[config.mk]
export PLATFORM = sky130hd
export DESIGN_NAME = uart_rx_param_flat
export DESIGN_NICKNAME = d
export VERILOG_FILES = /design/src/rtl/uart_rx_param_if.sv /design/src/rtl/uart_rx_param.sv /design/src/flat_wrapper.sv
export SDC_FILE = /design/constraint.sdc
export NUM_CORES = 1
export LEC_CHECK = 0
export ABC_AREA = 1
export CAP_MARGIN = 30
export CORE_ASPECT_RATIO = 1.25
export CORE_MARGIN = 1
export CORE_UTILIZATION = 56
export CTS_CLUSTER_DIAMETER = 150
export DETAILED_ROUTE_END_ITERATION = 8
export PLACE_DENSITY = 0.75
export SYNTH_ARGS = -nofsm -noshare
export SYNTH_HDL_FRONTEND = slang
export SYNTH_SLANG_ARGS = --single-unit
[constraint.sdc]
create_clock -name clk -period 1.69 [get_ports clk]
set_input_delay 0.169 -clock clk [delete_from_list [all_inputs] [get_ports clk]]
set_output_delay 0.169 -clock clk [all_outputs]
set_load 0.1 [all_outputs]
[src/rtl/uart_rx_param_if.sv]
// Consumer-side handshake bundle of the parametrised UART receiver.
// The receiver drives the word and its flags; the consumer drives rx_ready.
interface uart_rx_param_if #(
  parameter int DATA_BITS = 8
);

  logic [DATA_BITS-1:0] rx_data;
  logic                 rx_valid;
  logic                 rx_ready;
  logic                 parity_error;
  logic                 frame_error;
  logic                 overrun_error;

  modport master (
    output rx_data,
    output rx_valid,
    output parity_error,
    output frame_error,
    output overrun_error,
    input  rx_ready
  );

  modport slave (
    input  rx_data,
    input  rx_valid,
    input  parity_error,
    input  frame_error,
    input  overrun_error,
    output rx_ready
  );

endinterface

[src/rtl/uart_rx_param.sv]
// Parametrised UART receiver paced by an external oversampling tick, valid/ready output.
// Define UART_RX_MAJORITY_EN for 2-of-3 voting on data, parity and stop samples.
module uart_rx_param #(
  parameter int DATA_BITS   = 8,
  parameter int OVERSAMPLE  = 16,
  parameter int PARITY_EN   = 1,
  parameter int PARITY_ODD  = 0,
  parameter int STOP_BITS   = 1,
  parameter int SYNC_STAGES = 2
) (
  input  logic             clk,
  input  logic             reset,
  input  logic             rxd,
  input  logic             sample_tick,
  output logic             busy,
  uart_rx_param_if.master  rx_bus
);

  localparam int CNT_W = $clog2(OVERSAMPLE);
  localparam int IDX_W = $clog2(DATA_BITS);

  localparam logic [CNT_W-1:0] CNT_HALF = CNT_W'(OVERSAMPLE / 2 - 1);
  localparam logic [CNT_W-1:0] CNT_LAST = CNT_W'(OVERSAMPLE - 1);
  localparam logic [IDX_W-1:0] IDX_LAST = IDX_W'(DATA_BITS - 1);
  localparam logic [IDX_W-1:0] STOP_LAST = IDX_W'(STOP_BITS - 1);

  typedef enum logic [2:0] {
    IDLE,
    START,
    DATA,
    PARITY,
    STOP
  } state_t;

  state_t               state_q, state_d;
  logic [CNT_W-1:0]     cnt_q, cnt_d;
  logic [IDX_W-1:0]     idx_q, idx_d;
  logic [DATA_BITS-1:0] shift_q, shift_d;
  logic                 perr_q, perr_d;
  logic                 ferr_q, ferr_d;
  logic                 deliver;

  logic [SYNC_STAGES-1:0] sync_q;
  logic                   rxd_s;
  logic                   sample_bit;

  // Synchroniser resets to the idle line level so reset never looks like a start edge.
  always_ff @(posedge clk or posedge reset) begin
    if (reset) begin
      sync_q <= '1;
    end else begin
      sync_q <= {sync_q[SYNC_STAGES-2:0], rxd};
    end
  end

  assign rxd_s = sync_q[SYNC_STAGES-1];

`ifdef UART_RX_MAJORITY_EN
  localparam logic [CNT_W-1:0] CNT_VOTE_A = CNT_W'(OVERSAMPLE - 3);
  localparam logic [CNT_W-1:0] CNT_VOTE_B = CNT_W'(OVERSAMPLE - 2);

  logic vote_a_q;
  logic vote_b_q;

  // The two earlier votes are latched; the third is the live sample at the decision tick.
  always_ff @(posedge clk or posedge reset) begin
    if (reset) begin
      vote_a_q <= 1'b0;
      vote_b_q <= 1'b0;
    end else if (sample_tick && (state_q == DATA || state_q == PARITY || state_q == STOP)) begin
      if (cnt_q == CNT_VOTE_A) vote_a_q <= rxd_s;
      if (cnt_q == CNT_VOTE_B) vote_b_q <= rxd_s;
    end
  end

  assign sample_bit = (vote_a_q & vote_b_q) | (vote_a_q & rxd_s) | (vote_b_q & rxd_s);
`else
  assign sample_bit = rxd_s;
`endif

  always_ff @(posedge clk or posedge reset) begin
    if (reset) begin
      state_q <= IDLE;
      cnt_q   <= '0;
      idx_q   <= '0;
      shift_q <= '0;
      perr_q  <= 1'b0;
      ferr_q  <= 1'b0;
    end else begin
      state_q <= state_d;
      cnt_q   <= cnt_d;
      idx_q   <= idx_d;
      shift_q <= shift_d;
      perr_q  <= perr_d;
      ferr_q  <= ferr_d;
    end
  end

  always_comb begin
    state_d = state_q;
    cnt_d   = cnt_q;
    idx_d   = idx_q;
    shift_d = shift_q;
    perr_d  = perr_q;
    ferr_d  = ferr_q;
    deliver = 1'b0;

    if (sample_tick) begin
      case (state_q)
        IDLE: begin
          if (!rxd_s) begin
            state_d = START;
            cnt_d   = '0;
          end
        end

        START: begin
          if (cnt_q == CNT_HALF) begin
            cnt_d = '0;
            if (!rxd_s) begin
              state_d = DATA;
              idx_d   = '0;
              perr_d  = 1'b0;
              ferr_d  = 1'b0;
            end else begin
              state_d = IDLE;
            end
          end else begin
            cnt_d = cnt_q + 1'b1;
          end
        end

        DATA: begin
          if (cnt_q == CNT_LAST) begin
            cnt_d          = '0;
            shift_d[idx_q] = sample_bit;
            if (idx_q == IDX_LAST) begin
              idx_d   = '0;
              state_d = (PARITY_EN != 0) ? PARITY : STOP;
            end else begin
              idx_d = idx_q + 1'b1;
            end
          end else begin
            cnt_d = cnt_q + 1'b1;
          end
        end

        PARITY: begin
          if (cnt_q == CNT_LAST) begin
            cnt_d   = '0;
            perr_d  = (PARITY_EN != 0) & ((^shift_q) ^ sample_bit ^ (PARITY_ODD != 0));
            state_d = STOP;
          end else begin
            cnt_d = cnt_q + 1'b1;
          end
        end

        STOP: begin
          if (cnt_q == CNT_LAST) begin
            cnt_d = '0;
            if (!sample_bit) ferr_d = 1'b1;
            // Leaving mid stop bit lets a start edge immediately after this bit be caught.
            if (idx_q == STOP_LAST) begin
              idx_d   = '0;
              state_d = IDLE;
              deliver = 1'b1;
            end else begin
              idx_d = idx_q + 1'b1;
            end
          end else begin
            cnt_d = cnt_q + 1'b1;
          end
        end

        default: begin
          state_d = IDLE;
        end
      endcase
    end
  end

  // A completed frame is dropped only if the previous word is still unaccepted.
  always_ff @(posedge clk or posedge reset) begin
    if (reset) begin
      rx_bus.rx_data       <= '0;
      rx_bus.rx_valid      <= 1'b0;
      rx_bus.parity_error  <= 1'b0;
      rx_bus.frame_error   <= 1'b0;
      rx_bus.overrun_error <= 1'b0;
    end else begin
      rx_bus.overrun_error <= 1'b0;
      if (deliver) begin
        if (!rx_bus.rx_valid || rx_bus.rx_ready) begin
          rx_bus.rx_data      <= shift_q;
          rx_bus.parity_error <= perr_q;
          rx_bus.frame_error  <= ferr_d;
          rx_bus.rx_valid     <= 1'b1;
        end else begin
          rx_bus.overrun_error <= 1'b1;
        end
      end else if (rx_bus.rx_valid && rx_bus.rx_ready) begin
        rx_bus.rx_valid <= 1'b0;
      end
    end
  end

  assign busy = (state_q != IDLE);

endmodule

[src/flat_wrapper.sv]
// flat-port wrapper written by rule: the top's interface ports become plain ports
module uart_rx_param_flat 
#(
  parameter int DATA_BITS   = 8,
  parameter int OVERSAMPLE  = 16,
  parameter int PARITY_EN   = 1,
  parameter int PARITY_ODD  = 0,
  parameter int STOP_BITS   = 1,
  parameter int SYNC_STAGES = 2
)
  (clk, reset, rxd, sample_tick, busy, rx_bus_rx_data, rx_bus_rx_valid, rx_bus_parity_error, rx_bus_frame_error, rx_bus_overrun_error, rx_bus_rx_ready);
  uart_rx_param_if #(.DATA_BITS(DATA_BITS)) rx_bus_i ();
  input  logic clk;
  input  logic reset;
  input  logic rxd;
  input  logic sample_tick;
  output logic busy;
  output wire logic [$bits(rx_bus_i.rx_data)-1:0] rx_bus_rx_data;
  output wire logic [$bits(rx_bus_i.rx_valid)-1:0] rx_bus_rx_valid;
  output wire logic [$bits(rx_bus_i.parity_error)-1:0] rx_bus_parity_error;
  output wire logic [$bits(rx_bus_i.frame_error)-1:0] rx_bus_frame_error;
  output wire logic [$bits(rx_bus_i.overrun_error)-1:0] rx_bus_overrun_error;
  input wire logic [$bits(rx_bus_i.rx_ready)-1:0] rx_bus_rx_ready;
  assign rx_bus_rx_data = rx_bus_i.rx_data;
  assign rx_bus_rx_valid = rx_bus_i.rx_valid;
  assign rx_bus_parity_error = rx_bus_i.parity_error;
  assign rx_bus_frame_error = rx_bus_i.frame_error;
  assign rx_bus_overrun_error = rx_bus_i.overrun_error;
  assign rx_bus_i.rx_ready = rx_bus_rx_ready;
  uart_rx_param #(.DATA_BITS(DATA_BITS), .OVERSAMPLE(OVERSAMPLE), .PARITY_EN(PARITY_EN), .PARITY_ODD(PARITY_ODD), .STOP_BITS(STOP_BITS), .SYNC_STAGES(SYNC_STAGES)) u_core (.clk(clk), .reset(reset), .rxd(rxd), .sample_tick(sample_tick), .busy(busy), .rx_bus(rx_bus_i));
endmodule
==> flow_summary.yaml, run 1 <==
placement:
  post_dp_cell_area_um2: 2070
  dpl.hpwl_um: 2590
  port_buffers: 17
  pre_cts_slack_ns: -0.0273
  gp_congestion: 0.845
sta:
  setup_viol: 0
  post-route-period-util_pct: 96.8
  worst_slew_pin_slew_ns: 0.426
  hold_viol: 0
  slew_viol_final: 0
  worst_slack_ns: 0.0547
  relSlewSlack_pct: 71.6
  layout_min_cycle_time_ns: 1.64
  fmax_mhz: 611
  worst_clock_skew_ns: 0.00553
  fin_setup_tns_ns: 0
  holdWs_ns: 0.277
  rsz0062_at_grt: "yes"
synthesis:
  ys_warn_count: 0
  synth_xor_area_share_pct: 1.87
  synth_cell_types: 26
  synth-edff-count: 0
  yosysSeqAreaShare_pct: 45.6
  synth_area_per_cell_um2: 7.68
  synthMuxAreaShare_pct: 0.534
  synthAdderAreaFrac_pct: 2.67
  syn_area_um2: 1870
  synthSimpleGateAreaFrac_pct: 33.5
  synth_seq_cells: 34
  synth_cells: 244
  synth_compound_area_share_pct: 7.68
  syn_nets: 253
  synth_top_family_by_area: "simple AND/OR/NAND/NOR gates"
  ys.flop_type: "dfrtp_1"
  async_reset_ff_share_pct: 100
setup_path:
  slowest_delay_ns: 0.42
  worst_ep_required_time_ns: 1.86
  crit_fanout: 8
  cp.arrival_ns: 1.81
  critPathCaptureType: "register"
  crit_type: "reg2reg"
  crit_slowest_cell: "dfrtp_1"
  worstPathCellList: "ha_4, nand2_4, nor2_4, inv_2, nor2_1, nand2_1, nor2_4, nand2_8, nand2_1, o21ai_2"
  start_kind: "register"
finish:
  fill_cells: 279
  antenna_cells: 0
  layout_common_cells: "nand2_1, inv_1, dfrtp_1"
  nets: 278
  mostFrequentLayoutCell: "nand2_1"
  drive_gt1_share_pct: 18.9
  area_growth_pct: 17.9
  final_cell_area_um2: 2210
drt:
  first_pass_iters: 4
  ant_nets: 0
  route.vias.total: 1545
  post-route-drc-count: 0
  wl_um: 3560
  avgRoutedWirePerCell_um: 11.6
  first_iter_violations: 28
  vias_per_cell: 5.03
global_routing:
  grt_pass1_vias: 1401
  grt_use_total_pct: 22.4
  antenna_found_initial: 0
  grt_pass1_wl_um: 5750
  grt_start_max_net_pins: 35
  overflow: 0
clock_tree:
  cts_tree: "yes"
  clockBufferDepth: 2
  clkSlewWorstSetupHoldPaths_ns: 0.07
  cts_sinks: 34
  cts_setup_buffers: 0
  cts_buffers: 5
  root_buffer: "clkbuf_8"
  clock_latency_ns: 0.28
  htreeDepth: 2
  cts_hold_buf: 0
status:
  status: "finished clean"
power:
  finalPower_mw: 2.80
  leakagePower_nw: 1.19
  irDropWorstVdd_uv: 1490
  powerDensity_nw_per_um2: 1270
floorplan:
  start_util_pct: 58.6
  fp-row-count: 23
  core-area_um2: 3190
  die_area_um2: 3580
  fp.dieW_um: 53.7
  ios: 18
  die_h_um: 66.7
worst_hold_path:
  hold_path.class: "in2async"
run:
  cap_violations: 0
-- stage by stage --
step / util [%] / std cells
after floorplan: - / 244
after global placement: 64.8 / 298
after detailed placement: 64.8 / 298
after CTS: 67.7 / 306
after global routing: 69.1 / 307
final: 69.1 / 307
-- worst paths after layout --
check	from	to	slack (ns)	depth (start not counted)
hold / removal	reset	u_core.shift_q[4]	0.28	3
setup / recovery	u_core.cnt_q[0]	u_core.rx_bus.rx_data[3]	0.05	10
min in group clk	rxd	u_core.sync_q[0]	0.29	1
setup reg to reg	u_core.cnt_q[0]	u_core.rx_bus.rx_data[3]	0.05	10
hold reg to reg	u_core.sync_q[0]	u_core.sync_q[1]	0.36	0
max in group asynchronous	reset	u_core.sync_q[1]	1.09	3
-- layer usage --
| metal | up-vias | global-route usage, % | routed length [um] |
|---|---|---|---|
| met2 | 25 | 40.6 | 1920 |
| met5 | - | 0 | 0 |
| met1 | 704 | 23.9 | 1470 |
| met4 | 0 | 8.22 | 68 |
| li1 | 810 | - | - |
| met3 | 6 | 5.71 | 105 |
-- report_power, final --
group | switching [mW] | leakage, nW | internal [mW]
clock network | 0.275 | 0.0482 | 0.328
registers | 0.163 | 0.462 | 0.922
logic | 0.740 | 0.679 | 0.374
total | 1.18 | 1.19 | 1.62
-- cell families after synthesis --
kind of cell               count (synthesis)
and+or+nand+nor                          138
adders and majority gates                  4
DFF                                       34
xor gates and xnor gates                   4
muxes                                      1
AOI/OAI and AO/OA                         24
buffers and inverters                     39
-- cells in the mapped netlist, types with 2 or more instances --
cell	number	area [um2]
nor2_1	15	56.3
xnor2_1	2	17.5
inv_2	3	11.3
dfrtp_1	32	801
ha_1	4	50.1
nand2_1	87	327
o21ai_1	12	60.1
nor2_2	4	25.0
nand4_1	3	18.8
nand3_1	20	100
xor2_1	2	17.5
dfstp_2	2	52.6
o21ai_0	5	25.0
a21oi_2	2	17.5
nand2_4	2	22.5
nor2_4	4	45.0
inv_1	33	124
o21ai_2	4	35.0
-- worst max-delay path: cells and delay by family, from the launching register on --
family,cells,cell delay (ns)
flip-flops,1,0.42
buffers and inverters,1,0.07
AO/OA/AOI/OAI,1,0.05
AND/OR/NAND/NOR,7,0.80
adder cells (fa/ha/maj),1,0.17
-- flip-flops by register name (all words and copies together), names as in the netlist, 2 cells and up --
name,cells
u_core.cnt_q,4
u_core.shift_q,8
u_core.state_q,3
u_core.rx_bus.rx_data,8
u_core.idx_q,3
u_core.sync_q,2
-- layout make-up --
class | instances | area (um2) | area share (%)
multi-input combinational | 172 | 908 | 41.1
sequential | 34 | 853 | 38.6
timing repair buffer | 19 | 165 | 7.48
inverter | 37 | 144 | 6.52
clock buffer | 7 | 86.3 | 3.91
tap | 37 | 46.3 | 2.10
clock inverter | 1 | 5.00 | 0.227
-- timing repair --
item / CTS / global route
endpoints found under the setup margin: 6 / 17
gates cloned: 0 / 1
gates resized for setup: 1 / 8
pin swaps: 0 / 5
Power figures use the tool's default switching activity.
==> run 2: changes to the inputs <==
==> constraint.sdc (replaced) <==
create_clock -name clk -period 1.69 [get_ports clk]
set_input_delay 0.169 -clock clk [delete_from_list [all_inputs] [get_ports clk]]
set_output_delay 0.169 -clock clk [all_outputs]
set_load 0.02 [all_outputs]
==> flow_summary.yaml, run 2 (synthesis gave the netlist of run 1 again) <==
drt:
  first_iter_violations: 23
  top_layer_used: "met4"
  post-route-drc-count: 0
  route.vias.total: 1580
  first_pass_iters: 4
  avgRoutedWirePerCell_um: 12.0
  wl_met2_um: 1950
  wl_um: 3720
  m1WireLength_um: 1590
  ant_nets: 0
  vias_per_cell: 5.08
  routed-wl-met3_um: 101
power:
  powerDensity_nw_per_um2: 1170
  finalPower_mw: 2.65
  leakagePower_nw: 1.18
  irDropWorstVdd_uv: 1060
clock_tree:
  clock_latency_ns: 0.28
  clockBufferDepth: 2
  cts_buffers: 5
  cts_sinks: 34
  htreeDepth: 2
  clkSlewWorstSetupHoldPaths_ns: 0.07
  root_buffer: "clkbuf_8"
  cts_tree: "yes"
  cts_hold_buf: 0
floorplan:
  core-area_um2: 3190
  die_h_um: 66.7
  ios: 18
  fp-row-count: 23
  die_area_um2: 3580
  start_util_pct: 58.6
  fp.dieW_um: 53.7
sta:
  setup_viol: 0
  worst_clock_skew_ns: 0.00249
  post-route-period-util_pct: 97.3
  holdWs_ns: 0.272
  fmax_mhz: 608
  layout_min_cycle_time_ns: 1.64
  hold_viol: 0
  slew_viol_final: 0
  rsz0062_at_grt: "yes"
  worst_slew_pin_slew_ns: 0.425
  relSlewSlack_pct: 71.7
global_routing:
  antenna_found_initial: 0
  overflow: 0
  grt_start_max_net_pins: 35
  grt_use_total_pct: 23.2
  grt_pass1_wl_um: 5940
  grt_pass1_vias: 1412
finish:
  layout_common_cells: "nand2_1, inv_1, dfrtp_1"
  drive_gt1_share_pct: 17.5
  area_growth_pct: 21.5
  nets: 282
  top_regs: "u_core.rx_bus.rx_data (8), u_core.shift_q (8), u_core.cnt_q (4)"
  fill_cells: 266
  seq_area_um2: 856
  multi_input_comb_area_um2: 921
  mostFrequentLayoutCell: "nand2_1"
  antenna_cells: 0
placement:
  port_buffers: 17
  dpl.hpwl_um: 2650
  gp_congestion: 0.831
setup_path:
  worstPathCellList: "ha_4, nand2_4, nor2_4, inv_2, nor2_2, nand2_2, nor2_4, nand2_8, inv_6, nand2_1, nand2_1"
  reg2reg_depth: 11
  crit_cells: 11
  critPathLaunch: "u_core.cnt_q[1]"
  crit_type: "reg2reg"
  worst_ep_required_time_ns: 1.91
  crit_slowest_cell: "dfrtp_1"
  regToRegEndpoint: "u_core.rx_bus.frame_error"
  path_delay_family: "simple AND/OR/NAND/NOR gates"
  reg2reg_from: "u_core.cnt_q[1]"
  rrSetupSlack_ns: 0.05
  crit_fanout: 8
  slowest_delay_ns: 0.42
  start_kind: "register"
  worst-path-buf-inv: 2
  endpoint: "u_core.rx_bus.frame_error"
  critPathCaptureType: "register"
  cp.arrival_ns: 1.87
status:
  status: "finished clean"
run:
  cap_violations: 0
worst_hold_path:
  hold_path.class: "in2async"
## run 2: changes by cell type in the layout (fill, tap and decap cells not counted), moves of 2 or more
cell             before  now
buf_4                14    6
nand3_2               1    3
dfrtp_2               0    2
clkdlybuf4s50_1       4   16
dfrtp_1              32   30
nand3_1              20   18
## run 2: routing by layer
layer	global-route usage [%]	vias up
met4	9.87	0
met3	6.16	7
li1	-	819
met2	41.5	25
met1	24.4	729
met5	0	-
## run 2: worst min path at each step
stage / from / cells after the start / slack (ns) / endpoint
CTS: rxd / 1 / 0.28 / u_core.sync_q[0]
detailed placement: u_core.sync_q[0] / 0 / 0.35 / u_core.sync_q[1]
global route: rxd / 1 / 0.29 / u_core.sync_q[0]
global placement: u_core.sync_q[0] / 0 / 0.35 / u_core.sync_q[1]
floorplan: rxd / 0 / 0.17 / u_core.sync_q[0]
finish: reset / 3 / 0.27 / u_core.state_q[0]
## run 2: through the flow
stage	TNS, ns	util (%)	setup slack (ns)	instances	area (um2)
after global placement	0	65.4	0.00461	298	2090
final	0	71.2	0.0451	311	2280
after floorplan	0	-	0.191	244	1870
after detailed placement	-0.116	65.4	-0.0271	298	2090
after CTS	0	68.5	0.0298	306	2190
after global routing	-0.666	71.2	-0.0864	311	2280
## run 2: repair_timing
action                                  4_1_cts  5_1_grt
pin swaps                                     0        5
endpoints found under the setup margin        7       20
buffers inserted                              0        4
cloned                                        0        1
gates resized for setup                       4       11
## run 2: area by class of cell
class                      instances  share of cell area, %
clock inverter                     2                  0.550
inverter                          37                   6.32
sequential                        34                   37.6
clock buffer                       6                   3.63
multi-input combinational        172                   40.5
tap                               37                   2.03
timing repair buffer              23                   9.40
## run 2: worst reg2reg max path, delay by kind of cell (launching register included)
family / cells / cell delay [ns]
fa+ha+maj: 1 / 0.17
buf+inv: 2 / 0.15
flops: 1 / 0.42
simple gates: 8 / 0.83
## run 2: power by group
group          total [mW]  switching, mW  internal, mW  leakage, nW
clock network       0.615          0.288         0.327       0.0472
registers            1.09          0.166         0.926        0.459
logic               0.946          0.626         0.320        0.671
total                2.65           1.08          1.57         1.18
==> run 3: changes to the inputs <==
--- a/config.mk
+++ b/config.mk
@@ -9,10 +9,10 @@
 export CAP_MARGIN = 30
 export CORE_ASPECT_RATIO = 1.25
 export CORE_MARGIN = 1
-export CORE_UTILIZATION = 56
+export CORE_UTILIZATION = 60
 export CTS_CLUSTER_DIAMETER = 150
 export DETAILED_ROUTE_END_ITERATION = 8
-export PLACE_DENSITY = 0.75
+export PLACE_DENSITY = 0.8
 export SYNTH_ARGS = -nofsm -noshare
 export SYNTH_HDL_FRONTEND = slang
 export SYNTH_SLANG_ARGS = --single-unit
==> constraint.sdc (replaced) <==
create_clock -name clk -period 1.9 [get_ports clk]
set_input_delay 0.19 -clock clk [delete_from_list [all_inputs] [get_ports clk]]
set_output_delay 0.19 -clock clk [all_outputs]
set_load 0.02 [all_outputs]
==> flow_summary.yaml, run 3 (synthesis gave the netlist of run 1 again) <==
drt:
  post-route-drc-count: 0
  vias_per_cell: 5.06
  wl_um: 3430
  route.vias.total: 1538
  first_iter_violations: 47
  first_pass_iters: 4
  avgRoutedWirePerCell_um: 11.3
  ant_nets: 0
finish:
  final_cell_area_um2: 2150
  drive_gt1_share_pct: 13.1
  area_growth_pct: 14.6
  layout_common_cells: "nand2_1, inv_1, dfrtp_1"
  antenna_cells: 0
  top_regs: "u_core.rx_bus.rx_data (8), u_core.shift_q (8), u_core.cnt_q (4)"
  nets: 276
  finish.utilization_pct: 72.9
  mostFrequentLayoutCell: "nand2_1"
sta:
  worst_slew_pin_slew_ns: 0.428
  setup_viol: 0
  post-route-period-util_pct: 95.5
  slew_viol_final: 0
  rsz0062_at_grt: "no"
  fin_setup_tns_ns: 0
  hold_viol: 0
  layout_min_cycle_time_ns: 1.81
  relSlewSlack_pct: 71.5
  worst_clock_skew_ns: 0.0155
  fmax_mhz: 551
power:
  clkPwrFrac_pct: 19.2
  p_comb_share_pct: 37.0
  p_sw_mw: 0.911
  powerDensity_nw_per_um2: 1020
  power.internal_mw: 1.27
  irDropWorstVdd_uv: 941
  pwr-share-seq_pct: 43.9
  leakagePower_nw: 1.12
  switching_share_pct: 41.7
  finalPower_mw: 2.18
floorplan:
  core-area_um2: 2950
  fp.dieW_um: 52.0
  fp-row-count: 22
  die_h_um: 64.5
  die_area_um2: 3350
  ios: 18
  start_util_pct: 63.6
global_routing:
  grt_start_max_net_pins: 35
  grt_pass1_wl_um: 6060
  overflow: 0
  antenna_found_initial: 0
  grt_use_total_pct: 24.5
  grt_pass1_vias: 1474
setup_path:
  path_delay_family: "buffers and inverters"
  crit_type: "reg2out"
  crit_fanout: 6
  slowest_delay_ns: 0.53
  worst-path-buf-inv: 1
  start_kind: "register"
  worstPathCellList: "nor2_4, nand2_1, clkdlybuf4s50_1"
  worst_ep_required_time_ns: 1.71
  cp.arrival_ns: 1.62
  critPathCaptureType: "primary output"
  crit_slowest_cell: "clkdlybuf4s50_1"
clock_tree:
  clkSlewWorstSetupHoldPaths_ns: 0.11
  cts_sinks: 34
  root_buffer: "clkbuf_4"
  cts_tree: "yes"
  htreeDepth: 2
  cts_buffers: 5
  clockBufferDepth: 2
  cts_hold_buf: 0
  clock_latency_ns: 0.34
placement:
  dpl.hpwl_um: 2580
  gp_congestion: 0.854
  port_buffers: 17
  post_dp_cell_area_um2: 2080
status:
  status: "finished clean"
worst_hold_path:
  hold_path.class: "in2async"
run:
  cap_violations: 0
==> run 3: cell types whose count changed in the layout (fill, tap and decap cells not counted), sizes merged <==
cell / previous run / this run
clkdlybuf4s50: 16 / 17
inv: 37 / 36
nand2: 91 / 90
dlygate4sd2: 1 / 0
clkbuf: 6 / 7
buf: 6 / 1
==> run 3: area by class of cell <==
cell class | count | area (um2)
Clock buffer | 7 | 55.1
Sequential cell | 34 | 856
Fill cell | 234 | 798
Multi-Input combinational cell | 171 | 866
Tap cell | 36 | 45.0
Timing Repair Buffer | 18 | 178
Inverter | 37 | 143
Clock inverter | 1 | 5.00
==> run 3: what timing repair did <==
item | in CTS | in global routing
buffers inserted | 0 | 0
gates resized for setup | 0 | 3
endpoints found under the setup margin | 0 | 2
==> run 3: tightest hold or removal path, cell delays in order <==
cell and delay (ns):
clkdlybuf4s50_1 0.40, inv_1 0.05, buf_4 0.38
==> run 3: power groups by stage <==
| stage | clock, mW | combinational (mW) | sequential [mW] |
|---|---|---|---|
| 2_1_floorplan | 0 | 0.643 | 0.933 |
| 3_3_place_gp | 0 | 0.798 | 0.963 |
| 3_5_place_dp | 0 | 0.808 | 0.965 |
| 4_1_cts | 0.429 | 0.812 | 0.950 |
| 5_1_grt | 0.455 | 0.914 | 0.968 |
| 6_report | 0.418 | 0.807 | 0.957 |
==> run 3: path summary, 6_finish.rpt <==
kind	startpoint	cells after the start	to	slack, ns
setup / recovery	u_core.state_q[2]	3	busy	0.09
hold / removal	reset	3	u_core.perr_q	0.23
setup reg to reg	u_core.cnt_q[0]	11	u_core.rx_bus.rx_data[7]	0.18
hold reg to reg	u_core.sync_q[0]	0	u_core.sync_q[1]	0.36
max in group asynchronous	reset	3	u_core.sync_q[0]	1.31
min in group clk	rxd	1	u_core.sync_q[0]	0.25
==> run 3: metal layers <==
metal	track usage [%]	up-vias	wire length [um]
li1	-	808	-
met1	26.1	699	1450
met2	43.6	24	1810
met3	6.81	7	96
met4	10.5	0	68
met5	0	-	0
==> run 3: per-stage QoR <==
| stage | setup WS, ns | cells | hold WS, ns |
|---|---|---|---|
| final | 0.0858 | 304 | 0.231 |
| after floorplan | 0.401 | 244 | 0.194 |
| after detailed placement | 0.175 | 296 | 0.347 |
| after global routing | 0.0255 | 304 | 0.224 |
| after global placement | 0.233 | 296 | 0.346 |
| after CTS | 0.0322 | 304 | 0.237 |
